<file path="src/rtl/commit_trace_pkg.sv">
// rtl/commit_trace_pkg.sv - shared record type and framing constants for the commit trace sink
// COMMIT_TRACE_SEQ_EN selects the 10-byte record carrying a sequence byte.
package commit_trace_pkg;

  typedef struct packed {
    logic [31:0] pc;
    logic [4:0]  rd;
    logic [31:0] data;
  } commit_rec_t;

  localparam logic HDR_MARK    = 1'b1;
  localparam int   HDR_OVF_BIT = 6;
`ifdef COMMIT_TRACE_SEQ_EN
  localparam int   REC_BYTES   = 10;
`else
  localparam int   REC_BYTES   = 9;
`endif

endpackage

</file>
<file path="src/rtl/commit_trace_fifo.sv">
// rtl/commit_trace_fifo.sv - synchronous record FIFO for the commit trace sink
// With COMMIT_TRACE_SEQ_EN each entry also carries the commit's sequence byte.
module commit_trace_fifo
  import commit_trace_pkg::*;
#(
  parameter int DEPTH = 4,
  parameter int LVL_W = $clog2(DEPTH + 1)
) (
  input  logic             clk,
  input  logic             reset,
  input  logic             push,
  input  logic             pop,
  input  commit_rec_t      wr_rec,
`ifdef COMMIT_TRACE_SEQ_EN
  input  logic [7:0]       wr_seq,
  output logic [7:0]       rd_seq,
`endif
  output commit_rec_t      rd_rec,
  output logic             full,
  output logic             empty,
  output logic [LVL_W-1:0] level
);

  localparam int PTR_W = $clog2(DEPTH);

  commit_rec_t      mem [DEPTH];
  logic [PTR_W-1:0] wr_ptr;
  logic [PTR_W-1:0] rd_ptr;

  // Storage is not reset; only pointers and level define what is valid.
  always_ff @(posedge clk) begin
    if (push) mem[wr_ptr] <= wr_rec;
  end

`ifdef COMMIT_TRACE_SEQ_EN
  logic [7:0] seq_mem [DEPTH];
  always_ff @(posedge clk) begin
    if (push) seq_mem[wr_ptr] <= wr_seq;
  end
  assign rd_seq = seq_mem[rd_ptr];
`endif

  always_ff @(posedge clk or posedge reset) begin
    if (reset) begin
      wr_ptr <= '0;
      rd_ptr <= '0;
      level  <= '0;
    end else begin
      if (push) wr_ptr <= wr_ptr + 1'b1;
      if (pop)  rd_ptr <= rd_ptr + 1'b1;
      if (push && !pop)      level <= level + 1'b1;
      else if (pop && !push) level <= level - 1'b1;
    end
  end

  assign rd_rec = mem[rd_ptr];
  assign full   = (level == LVL_W'(DEPTH));
  assign empty  = (level == '0);

endmodule

</file>
<file path="src/rtl/commit_trace_sink.sv">
// rtl/commit_trace_sink.sv - captures retired register writes and serialises them as trace bytes
// COMMIT_TRACE_SEQ_EN inserts an 8-bit sequence byte after each record header.
module commit_trace_sink
  import commit_trace_pkg::*;
#(
  parameter int DEPTH     = 4,
  parameter int DROP_W    = 16,
  parameter int FILTER_X0 = 1
) (
  input  logic                       clk,
  input  logic                       reset,
  input  logic                       commit_valid,
  input  logic [31:0]                commit_pc,
  input  logic [4:0]                 commit_rd,
  input  logic [31:0]                commit_data,
  output logic                       out_valid,
  input  logic                       out_ready,
  output logic [7:0]                 out_byte,
  output logic [$clog2(DEPTH+1)-1:0] fifo_level,
  output logic [DROP_W-1:0]          drop_count
);

  localparam int         LVL_W    = $clog2(DEPTH + 1);
  localparam logic [3:0] LAST_IDX = 4'(REC_BYTES - 1);

  typedef enum logic {IDLE, SEND} state_t;

  state_t      state;
  logic [3:0]  idx;
  logic        ovf;
  commit_rec_t head;
  commit_rec_t wr_rec;
  logic        full, empty;
  logic        accepted, xfer, last_xfer, push, pop, drop;
  logic [7:0]  hdr;
  logic [63:0] body;
  logic [2:0]  body_idx;

  assign accepted  = commit_valid && !((FILTER_X0 != 0) && (commit_rd == 5'd0));
  assign xfer      = out_valid && out_ready;
  assign last_xfer = xfer && (idx == LAST_IDX);
  assign pop       = last_xfer && !empty;
  // A slot freed by the final byte this edge can take the incoming commit.
  assign push      = accepted && (!full || pop);
  assign drop      = accepted && full && !pop;
  assign wr_rec    = '{pc: commit_pc, rd: commit_rd, data: commit_data};

`ifdef COMMIT_TRACE_SEQ_EN
  logic [7:0] seq;
  logic [7:0] head_seq;

  // Dropped commits still consume a number so the host can see the gap.
  always_ff @(posedge clk or posedge reset) begin
    if (reset)         seq <= 8'd0;
    else if (accepted) seq <= seq + 8'd1;
  end
`endif

  commit_trace_fifo #(.DEPTH(DEPTH), .LVL_W(LVL_W)) u_fifo (
    .clk    (clk),
    .reset  (reset),
    .push   (push),
    .pop    (pop),
    .wr_rec (wr_rec),
`ifdef COMMIT_TRACE_SEQ_EN
    .wr_seq (seq),
    .rd_seq (head_seq),
`endif
    .rd_rec (head),
    .full   (full),
    .empty  (empty),
    .level  (fifo_level)
  );

  always_ff @(posedge clk or posedge reset) begin
    if (reset) begin
      state     <= IDLE;
      out_valid <= 1'b0;
      idx       <= 4'd0;
    end else begin
      case (state)
        IDLE: begin
          if (push) begin
            state     <= SEND;
            out_valid <= 1'b1;
            idx       <= 4'd0;
          end
        end
        SEND: begin
          if (xfer) begin
            if (idx == LAST_IDX) begin
              idx <= 4'd0;
              if (!push && fifo_level <= LVL_W'(1)) begin
                state     <= IDLE;
                out_valid <= 1'b0;
              end
            end else begin
              idx <= idx + 4'd1;
            end
          end
        end
        default: begin
          state     <= IDLE;
          out_valid <= 1'b0;
        end
      endcase
    end
  end

  // Set beats clear so a drop during the header transfer flags the following record.
  always_ff @(posedge clk or posedge reset) begin
    if (reset) begin
      ovf        <= 1'b0;
      drop_count <= '0;
    end else begin
      if (drop)                          ovf <= 1'b1;
      else if (xfer && idx == 4'd0)      ovf <= 1'b0;
      if (drop && drop_count != '1)      drop_count <= drop_count + 1'b1;
    end
  end

  assign body     = {head.data, head.pc};
  assign body_idx = 3'(idx - 4'(REC_BYTES - 8));

  always_comb begin
    hdr              = {HDR_MARK, 2'b00, head.rd};
    hdr[HDR_OVF_BIT] = ovf;
  end

  always_comb begin
    out_byte = 8'h00;
    if (out_valid) begin
      if (idx == 4'd0) out_byte = hdr;
`ifdef COMMIT_TRACE_SEQ_EN
      else if (idx == 4'd1) out_byte = head_seq;
`endif
      else out_byte = body[{body_idx, 3'b000} +: 8];
    end
  end

endmodule

</file>
<file path="config.mk">
export PLATFORM = sky130hd
export DESIGN_NAME = commit_trace_sink
export DESIGN_NICKNAME = d
export VERILOG_FILES = /design/src/rtl/commit_trace_pkg.sv /design/src/rtl/commit_trace_fifo.sv /design/src/rtl/commit_trace_sink.sv
export SDC_FILE = /design/constraint.sdc
export NUM_CORES = 1
export LEC_CHECK = 0
export BUFFER_PORTS_ARGS = -buffer_cell sky130_fd_sc_hd__buf_2
export CAP_MARGIN = 10
export CORE_MARGIN = 4
export CORE_UTILIZATION = 55
export CTS_BUF_LIST = sky130_fd_sc_hd__clkbuf_8
export DETAILED_ROUTE_END_ITERATION = 16
export PLACE_DENSITY = 0.76
export SETUP_SLACK_MARGIN = 0.2
export SYNTH_ARGS = -nofsm -noshare
export SYNTH_HDL_FRONTEND = slang
export SYNTH_SLANG_ARGS = --single-unit
</file>
<file path="constraint.sdc">
create_clock -name clk -period 3.6 [get_ports clk]
set_clock_uncertainty 0.15 [all_clocks]
set_input_delay 0.18 -clock clk [delete_from_list [all_inputs] [get_ports clk]]
set_output_delay 0.18 -clock clk [all_outputs]
set_load 0.005 [all_outputs]
</file>
==> metrics, run 1 <==
Final min period=approximately 3.2 ns; max cap viols=0; die height=around 160 um; Register Area=9050 um^2; clock transition at the registers of the reported paths=0.06 ns; f_max=a little over 0.3 GHz; fin crit share=0.893; Antenna Nets Post-Route=0; Critical R2R Capture=u_fifo.mem[3][66]; CTS Buf Count=48; first-pass GRT wire length=between 30000 and 40000 um; CP startpoint=idx[0]; DRC Markers=0; RR Startpoint=idx[0]; nets=about 940; multi-input combinational cell area=just over 3000 um^2; Tightest Hold Check Type=in -> reg; R2R Setup Slk=0.79 ns; main flop type after synthesis=edfxtp_1; Hold EP=drop_count[0]; Critical Path End Type=primary output; CTS tree=yes; WHS Path Cells=4; syn nets=728; FP Rows=between 50 and 60; total grt overflow=0; mean post-synth cell area=19.1 um^2; Mapped Area=roughly 12000 um^2; outcome=complete, no violations; Worst R2R Path Depth=7; EDFF count, synth=around 280; Slew @ Worst Pin=roughly 0.63 ns; final WL=25400 um; Wirelength per Cell=approximately 22 um; fin area=about 15000 um^2; pin count of the biggest net entering global routing=59; CP Launch Type=register; clk_lat worst skew=between 0.5 and 0.6 ns; relative slew slack=0.577; Area growth syn-to-layout=20.9%; full die area=approximately 25000 um^2; Initial Utilization=0.560; register area share after synthesis=0.737; number of global-route vias before repair=7019; fill cell count=roughly 1400; DRT Pass-1 Iters=5; Post-Layout Cell Count=approximately 1200; CP required=about 3.3 ns; initial antenna violation count=0; critical path class=reg -> out; Async SR Flop Fraction=0.0980; Pwr Density=roughly 780 nW/um^2; # diodes=0; CP max FO=13; dpl cell area=13200 um^2; Max Root-Sink Buffers=3; placed cells=~1000; share of cells above drive strength 1=0.285; Peak supply drop=~0.36 mV; pre-CTS setup slack=approximately 0.67 ns; Total GRT Usage=0.209; IO Pins=between 100 and 150; endpoints failing hold=0; hold wc startpoint=commit_valid; Setup-failing EPs final=0; setup_tns=0 ns; Synth Register Bits=a little over 300; HPWL after DPL=approximately 15000 um; Vias=6808; gpl congestion=0.825; Tot Pwr=about 12000 uW; core box area=between 20000 and 25000 um^2; vias per inst=around 5.8; Max Transition Viols Final=0; Netlist cell types=between 50 and 60; # port buffers=100; Syn. warnings=0; Pleak=roughly 0.0054 uW; Initial DRC Count=approximately 570; CTS Sinks=~300; Die X=around 160 um; CTS Root Cell=clkbuf_8; Post-Synthesis Cells=between 600 and 700; final worst slack=~0.38 ns; RSZ-0062 raised after global routing=false; H-Tree Depth=2; CP arrival=between 2 and 3 ns
==> layer usage <==
metal | global-route usage | wire (um) | vias up
met3 | 0.0440 | 1760 | 47
met4 | 0.0615 | 559 | 0
met1 | 0.289 | 10300 | 3476
li1 | - | - | 3024
met2 | 0.342 | 12800 | 261
met5 | 0 | 0 | -
==> power by group <==
group          switching, uW  internal (uW)  total [uW]
registers                413           4640        5050
clock network           1260           1470        2730
logic                   2060           1710        3770
==> placed cells by master (no fill, tap or decap), types with 4 or more instances in the layout <==
master,count
edfxtp_1,276
buf_2,100
dlygate4sd3_1,72
mux4_2,60
clkbuf_8,52
nand2_1,44
inv_1,34
dfrtp_1,28
mux2i_1,25
nand3_1,19
xnor2_1,17
buf_4,15
nor2_1,12
a21oi_1,12
ha_1,11
nand4_1,9
a22oi_1,8
o21ai_0,7
o31ai_1,6
buf_12,6
xor2_1,5
clkinv_1,5
o221ai_1,5
and4_1,4
and2_1,4
o21ai_1,4
and2_2,4
==> sequential cells by signal, indices dropped and copies added, names as in the netlist <==
signal and count:
idx 4, u_fifo.rd_ptr 2, ovf 1, u_fifo.wr_ptr 2, out_valid 1, state 1
u_fifo.level 3, u_fifo.mem 276, drop_count 16
==> synthesized netlist by cell type (all sizes together), types with 9 or more instances <==
| library cell | number | area [um^2] |
|---|---|---|
| nand4 | 9 | 56.3 |
| mux4 | 61 | 1380 |
| nor2 | 12 | 45.0 |
| edfxtp | 276 | 8290 |
| xnor2 | 17 | 149 |
| nand3 | 19 | 95.1 |
| dfrtp | 30 | 751 |
| inv | 12 | 45.0 |
| buf | 23 | 160 |
| o21ai | 12 | 63.8 |
| mux2i | 25 | 250 |
| a21oi | 12 | 60.1 |
| ha | 12 | 150 |
| nand2 | 44 | 165 |
==> cell type report <==
type                            count  area share
Timing Repair Buffer              193      0.0980
Tap cell                          280      0.0236
Clock buffer                       52      0.0482
Sequential cell                   306       0.610
Multi-Input combinational cell    295       0.205
Clock inverter                     32      0.0127
Inverter                           13     0.00329
==> kinds of logic after synthesis <==
logic type                 Yosys count  share of synthesized area
adders and majority gates           12                     0.0122
muxes                               89                      0.135
and+or+nand+nor                    113                     0.0467
buffers and inverters               42                     0.0189
AOI/OAI and AO/OA                   58                     0.0337
xor gates and xnor gates            23                     0.0164
DFF                                306                      0.737
==> per-stage QoR <==
step	hold slack [ns]	util
2_1_floorplan	0.121	-
3_3_place_gp	0.119	0.601
3_5_place_dp	0.134	0.601
4_1_cts	0.0154	0.676
5_1_grt	0.0678	0.678
6_report	0.0412	0.678
==> worst max path at each step <==
stage,cells after the start,slack [ns],end
6_report,9,0.38,out_byte[4]
5_1_grt,6,0.25,out_byte[6]
4_1_cts,6,0.19,out_byte[6]
3_5_place_dp,7,0.67,u_fifo.mem[3][0]
3_3_place_gp,6,0.75,out_byte[6]
2_1_floorplan,9,0.49,u_fifo.mem[0][0]
==> timing repair <==
item / CTS / global route
buffers inserted: 1 / 1
hold buffers: 72 / 0
gates resized for setup: 1 / 2
setup endpoints to repair: 5 / 7
endpoints found under the hold margin: 314 / 0
==> worst max-delay path, cell delays in order, from the launching register on <==
cell and delay (ns):
dfrtp_1 0.38, inv_2 0.15, ha_4 0.23, xor2_4 0.23, buf_4 0.25, mux4_2 0.30, or4_1 0.42, nand4_1 0.11
o22ai_1 0.10, buf_2 0.14
Note: power is estimated with default switching activity, not from simulation.
==> run 2: changes to the inputs <==
--- a/config.mk
+++ b/config.mk
@@ -5,6 +5,7 @@
 export SDC_FILE = /design/constraint.sdc
 export NUM_CORES = 1
 export LEC_CHECK = 0
+export ABC_AREA = 1
 export BUFFER_PORTS_ARGS = -buffer_cell sky130_fd_sc_hd__buf_2
 export CAP_MARGIN = 10
 export CORE_MARGIN = 4
==> run 2 against run 1 <==
Net effect: total power is 4.8% higher; global-route usage is 1.9 points higher; sequential cell count stayed put; highest routed layer unchanged.
==> metrics, run 2 <==
RSZ-0062 raised after global routing=false; pin count of the biggest net entering global routing=roughly 150; first-pass GRT wire length=roughly 48000 um; Peak supply drop=approximately 0.64 mV; FP Rows=56; final WL=slightly above 30000 um; CTS Buf Count=48; Antenna Nets Post-Route=0; DRT Pass-1 Iters=5; max reg flops=276; CTS Root Cell=clkbuf_8; HPWL after DPL=about 18000 um; H-Tree Depth=2; leading cell type in the layout, fill and taps excluded=nand2_1; IO Pins=between 100 and 150; Slew @ Worst Pin=roughly 0.9 ns; Max Transition Viols Final=0; fin crit share=0.869; # port buffers=100; most frequent cells in the layout=nand2_1, edfxtp_1, nand3_1, inv_1, buf_2; EDFF count, synth=roughly 280; CP required=3.27 ns; CP Launch Type=register; Initial DRC Count=between 1000 and 1500; gpl congestion=~0.84; Max Root-Sink Buffers=3; top-count cell post-synth=nand2_1; vias per inst=approximately 5.3; syn nets=between 1000 and 1500; Critical Path End Type=primary output; full die area=roughly 27000 um^2; clk_lat worst skew=~0.56 ns; CP arrival=roughly 2.8 ns; nets=between 1000 and 1500; Tightest Hold Check Type=in -> async; Area contributors post-synth=edfxtp_1, nand2_1, nand3_1; Yosys top cell area share=0.627; Total GRT Usage=0.229; core box area=23500 um^2; number of setup buffers added after CTS=0; largest area contributor in the netlist=edfxtp_1; DRC Markers=0; dpl cell area=~14000 um^2; Pwr Density=between 700 and 800 nW/um^2; Wirelength per Cell=about 17 um; hold_ws=0.108 ns; Die X=around 160 um; register area share after synthesis=0.684; Vias=9216; Async SR Flop Fraction=0.0980; Final min period=about 3.1 ns; CTS Sinks=approximately 300; initial antenna violation count=1; total grt overflow=0; Setup-failing EPs final=0; placed cells=between 1500 and 2000; main flop type after synthesis=edfxtp_1; relative slew slack=0.406; CP max FO=58; Mapped Area=13200 um^2; Area growth syn-to-layout=17.7%; Post-Synthesis Cells=roughly 1200; endpoints failing hold=0; die height=163 um; max cap viols=0; Synth top cells by count=nand2_1, edfxtp_1, nand3_1, inv_1, nor2_1; share of cells above drive strength 1=0.139; clock transition at the registers of the reported paths=roughly 0.06 ns; CTS tree=yes; Biggest register=u_fifo.mem; f_max=roughly 0.32 GHz; critical path class=reg -> out; fill cell count=around 1800; Pleak=0.00652 uW; Post-Layout Cell Count=roughly 1800; Initial Utilization=0.562; fin area=between 15000 and 20000 um^2; Netlist cell types=32; outcome=complete, no violations; top flop regs=u_fifo.mem: 276 flops, drop_count: 16 flops, idx: 4 flops; number of global-route vias before repair=around 9200; mean post-synth cell area=approximately 11 um^2; Synth Register Bits=306; Syn. warnings=0
[run 2: cell types whose count changed after synthesis, moves of 12 or more]
cell,change
nand2_1,+357
xnor2_1,-12
mux4_2,-60
buf_2,+18
nor2_1,+34
xor2_1,+13
inv_1,+95
o21ai_0,+23
nand3_1,+151
mux2i_1,-25
[run 2: cell type report]
cell class / instances / area, um^2 / share of cell area
antenna: 1 / 2.50 / 0.000161
clock buffer: 51 / 702 / 0.0451
clock inverter: 33 / 133 / 0.00852
inverter: 115 / 439 / 0.0282
multi-input combinational: 740 / 3450 / 0.221
sequential: 306 / 9040 / 0.581
tap: 319 / 399 / 0.0257
timing repair buffer: 190 / 1390 / 0.0896
[run 2: per-stage QoR]
step | util | setup TNS, ns | power (uW) | worst slack [ns]
after floorplan | - | -88.14 | 8030 | -0.319
after global placement | 0.595 | 0 | 9460 | 0.964
after detailed placement | 0.595 | 0 | 9560 | 0.942
after CTS | 0.661 | 0 | 12200 | 0.340
after global routing | 0.661 | 0 | 12900 | 0.287
final | 0.661 | 0 | 12100 | 0.472
[run 2: cells by family (layout without fill, tap and decap cells)]
group,count (synthesis),count (layout),synth area share
flops,306,306,0.684
compound gates,63,63,0.0270
xor+xnor,24,24,0.0159
buf+inv,174,389,0.0579
other cells,0,1,0
simple gates,641,641,0.204
fa+ha+maj,12,12,0.0114
[run 2: worst max-delay path, stage by stage, from the launching register on]
cell     delay (ns)
dfrtp_4        0.51
inv_6          0.37
buf_12         0.32
nor2_1         0.07
nor2_1         0.07
o21ai_0        0.08
o21ai_0        0.13
nor2_1         0.07
nor2_1         0.13
nor2_1         0.06
nor2_1         0.21
buf_2          0.17
[run 2: path summary, 6_finish.rpt]
kind | from | endpoint | slack, ns | cells past startpoint
worst max-delay path | u_fifo.rd_ptr[0] | out_byte[5] | 0.47 | 11
max in group asynchronous | reset | u_fifo.rd_ptr[0] | 2.85 | 4
worst min register to register | drop_count[11] | drop_count[11] | 0.38 | 1
worst min-delay path | reset | drop_count[2] | 0.11 | 4
min in group clk | commit_valid | state | 0.15 | 5
worst max register to register | idx[1] | ovf | 0.86 | 8
[run 2: per-layer routing]
metal	up-vias	routed length [um]	global-route usage
met5	-	0	0
met4	0	905	0.0896
met3	64	1900	0.0439
met2	342	14800	0.380
met1	4355	12600	0.301
li1	4455	-	-
[run 2: power breakdown]
group / total (uW) / leakage [uW] / switching (uW) / internal, uW
Combinational: 4640 / 0.00311 / 3210 / 1440
Sequential: 4930 / 0.00289 / 259 / 4670
Clock: 2540 / 0.000519 / 1250 / 1290
[run 2: timing repair]
action | CTS | global route
resized for setup | 0 | 1
endpoints found under the setup margin | 0 | 5
endpoints found under the hold margin | 309 | 0
hold buffers | 72 | 0
==> run 3: changes to the inputs <==
--- a/config.mk
+++ b/config.mk
@@ -8,11 +8,11 @@
 export ABC_AREA = 1
 export BUFFER_PORTS_ARGS = -buffer_cell sky130_fd_sc_hd__buf_2
 export CAP_MARGIN = 10
-export CORE_MARGIN = 4
 export CORE_UTILIZATION = 55
 export CTS_BUF_LIST = sky130_fd_sc_hd__clkbuf_8
 export DETAILED_ROUTE_END_ITERATION = 16
-export PLACE_DENSITY = 0.76
+export GPL_TIMING_DRIVEN = 0
+export PLACE_DENSITY = 0.86
 export SETUP_SLACK_MARGIN = 0.2
 export SYNTH_ARGS = -nofsm -noshare
 export SYNTH_HDL_FRONTEND = slang
==> run 3 against run 2 <==
Net effect: the run now ends with hold timing left; routed wire length is 25% higher; sequential power hardly changed; die area shrank 7.2%; sequential cell count unchanged; total power is 11% higher; utilization is 2.3 points higher; worst hold slack worse by 0.14 ns; critical path type unchanged; largest power group is now combinational cells; highest routed layer unchanged.
==> metrics, run 3 (synthesis gave the netlist of run 2 again) <==
outcome=complete, but fails checks; failing checks=hold timing; combinational share of power=0.432; internal cell power=a little under 8000 uW; Peak supply drop=a little under 0.5 mV; Antenna Nets Post-Route=0; Tot Pwr=about 13000 uW; gpl congestion=approximately 0.86; relative slew slack=0.455; Max Root-Sink Buffers=3; DRC Markers=0; DRT Pass-1 Iters=6; clock transition at the registers of the reported paths=approximately 0.070 ns; Post-Layout Cell Count=approximately 1800; IO Pins=101; Worst path max stage delay=between 0.3 and 0.4 ns; clock power share=0.200; CTS Root Cell=clkbuf_8; die height=between 150 and 200 um; Final min period=about 3.4 ns; final worst slack=roughly 0.18 ns; # port buffers=100; top flop regs=u_fifo.mem: 276 flops, drop_count: 16 flops, idx: 4 flops; pin count of the biggest net entering global routing=31; CP cell instances=clkbuf_4 > clkinv_4 > clkbuf_4 > ha_2 > xnor2_4 > buf_8 > nand3_1 > nand3_1 > nand2_1 > a21oi_1 > buf_2; HPWL after DPL=about 23000 um; critical path class=reg -> out; first-pass GRT wire length=55500 um; max cap viols=0; Wirelength per Cell=~21 um; most frequent cells in the layout=nand2_1, edfxtp_1, nand3_1, buf_2, inv_1; Tightest Hold Check Type=in -> async; Critical Path End Type=primary output; leading cell type in the layout, fill and taps excluded=nand2_1; Area growth syn-to-layout=21.7%; endpoints failing hold=7; f_max=between 0.2 and 0.3 GHz; Vias=around 11000; nets=approximately 1600; sequential share of power=0.368; Setup-failing EPs final=0; CP required=3.27 ns; P_sw=between 5000 and 6000 uW; vias per inst=5.80; total grt overflow=0; clk_lat worst skew=about 0.58 ns; multi-input combinational cell area=approximately 3500 um^2; Slew @ Worst Pin=0.817 ns; hold_ws=-0.0272 ns; Die X=between 150 and 200 um; Biggest register=u_fifo.mem; Register Area=between 9000 and 10000 um^2; slowest CP cell=dfrtp_1; FP Rows=56; CP max FO=10; CTS tree=yes; placed cells=approximately 1600; Total GRT Usage=0.307; Initial Utilization=0.562; initial antenna violation count=0; number of global-route vias before repair=10500; CTS Buf Count=48; max reg flops=about 280; switch share=0.424; RSZ-0062 raised after global routing=true; CP Launch Type=register; CTS Sinks=roughly 310; Max Transition Viols Final=0; pre-CTS setup slack=-0.0314 ns; fill cell count=about 1600; Pwr Density=around 830 nW/um^2; Initial DRC Count=1677; final WL=37900 um; Pleak=0.00678 uW; core box area=roughly 24000 um^2; CP arrival=approximately 3.1 ns; share of cells above drive strength 1=0.175; full die area=24700 um^2; fin crit share=0.949; H-Tree Depth=2
## run 3: cell count changes in the layout (fill, tap and decap cells not counted), moves of 3 or more
| cell | change |
|---|---|
| clkinv_2 | +8 |
| clkbuf_1 | +11 |
| buf_6 | +5 |
| nor2_2 | +3 |
| buf_2 | +30 |
| buf_4 | +5 |
| inv_1 | -12 |
| buf_12 | +4 |
| clkinv_1 | +11 |
## run 3: final timing paths
check	slack, ns	end	start	cells past startpoint
max	0.18	out_byte[2]	idx[0]	11
min	-0.03	drop_count[12]	reset	3
max reg2reg	0.28	u_fifo.mem[2][32]	idx[0]	10
min reg2reg	0.38	drop_count[11]	drop_count[11]	1
max in group asynchronous	2.87	drop_count[9]	reset	4
min in group clk	0.10	drop_count[13]	commit_valid	7
## run 3: area by class of cell
| cell class | count | area share |
|---|---|---|
| multi-input cells | 743 | 0.218 |
| clock buffers | 49 | 0.0419 |
| clock inverters | 41 | 0.0112 |
| well taps | 319 | 0.0248 |
| diodes | 1 | 0.000156 |
| repair buffers | 192 | 0.0932 |
| inverters | 115 | 0.0273 |
| flip-flops and latches | 306 | 0.562 |
| plain buffers | 59 | 0.0218 |
## run 3: metal layers
metal  wire [um]  share of wire  track usage
met3        5100           0.13       0.0820
met2       17800           0.47        0.494
met5           0              0            0
met1       13100           0.34        0.371
met4        1950          0.051        0.188
## run 3: what timing repair did
action / 4_1_cts / 5_1_grt
buffers inserted: 5 / 6
hold endpoints to repair: 310 / 0
gates cloned: 3 / 0
pin swaps: 5 / 2
resized for setup: 9 / 9
endpoints found under the setup margin: 171 / 66
hold buffers: 72 / 0
## run 3: per-stage QoR
stage / setup TNS [ns] / area, um^2 / util / hold WS [ns]
after floorplan: -88.14 / 13200 / - / 0.121
after global placement: -529.05 / 14100 / 0.600 / 0.239
after detailed placement: -1.22 / 14300 / 0.608 / 0.248
after CTS: 0 / 16000 / 0.679 / 0.0856
after global routing: 0 / 16100 / 0.683 / 0.000444
final: 0 / 16100 / 0.683 / -0.0272
## run 3: critical path: cells and delay by family, from the launching register on
family          cells  cell delay (ns)
xor+xnor            1             0.30
simple gates        3             0.42
fa+ha+maj           1             0.26
flops               1             0.36
buf+inv             5             0.94
compound gates      1             0.21
## run 3: power groups by stage
stage / Sequential [uW] / Combinational (uW) / Clock, uW
6_report: 4930 / 5790 / 2670
5_1_grt: 4970 / 6070 / 2830
4_1_cts: 4910 / 5360 / 2640
3_3_place_gp: 5020 / 4750 / 0
2_1_floorplan: 4960 / 3070 / 0
3_5_place_dp: 4970 / 5090 / 0
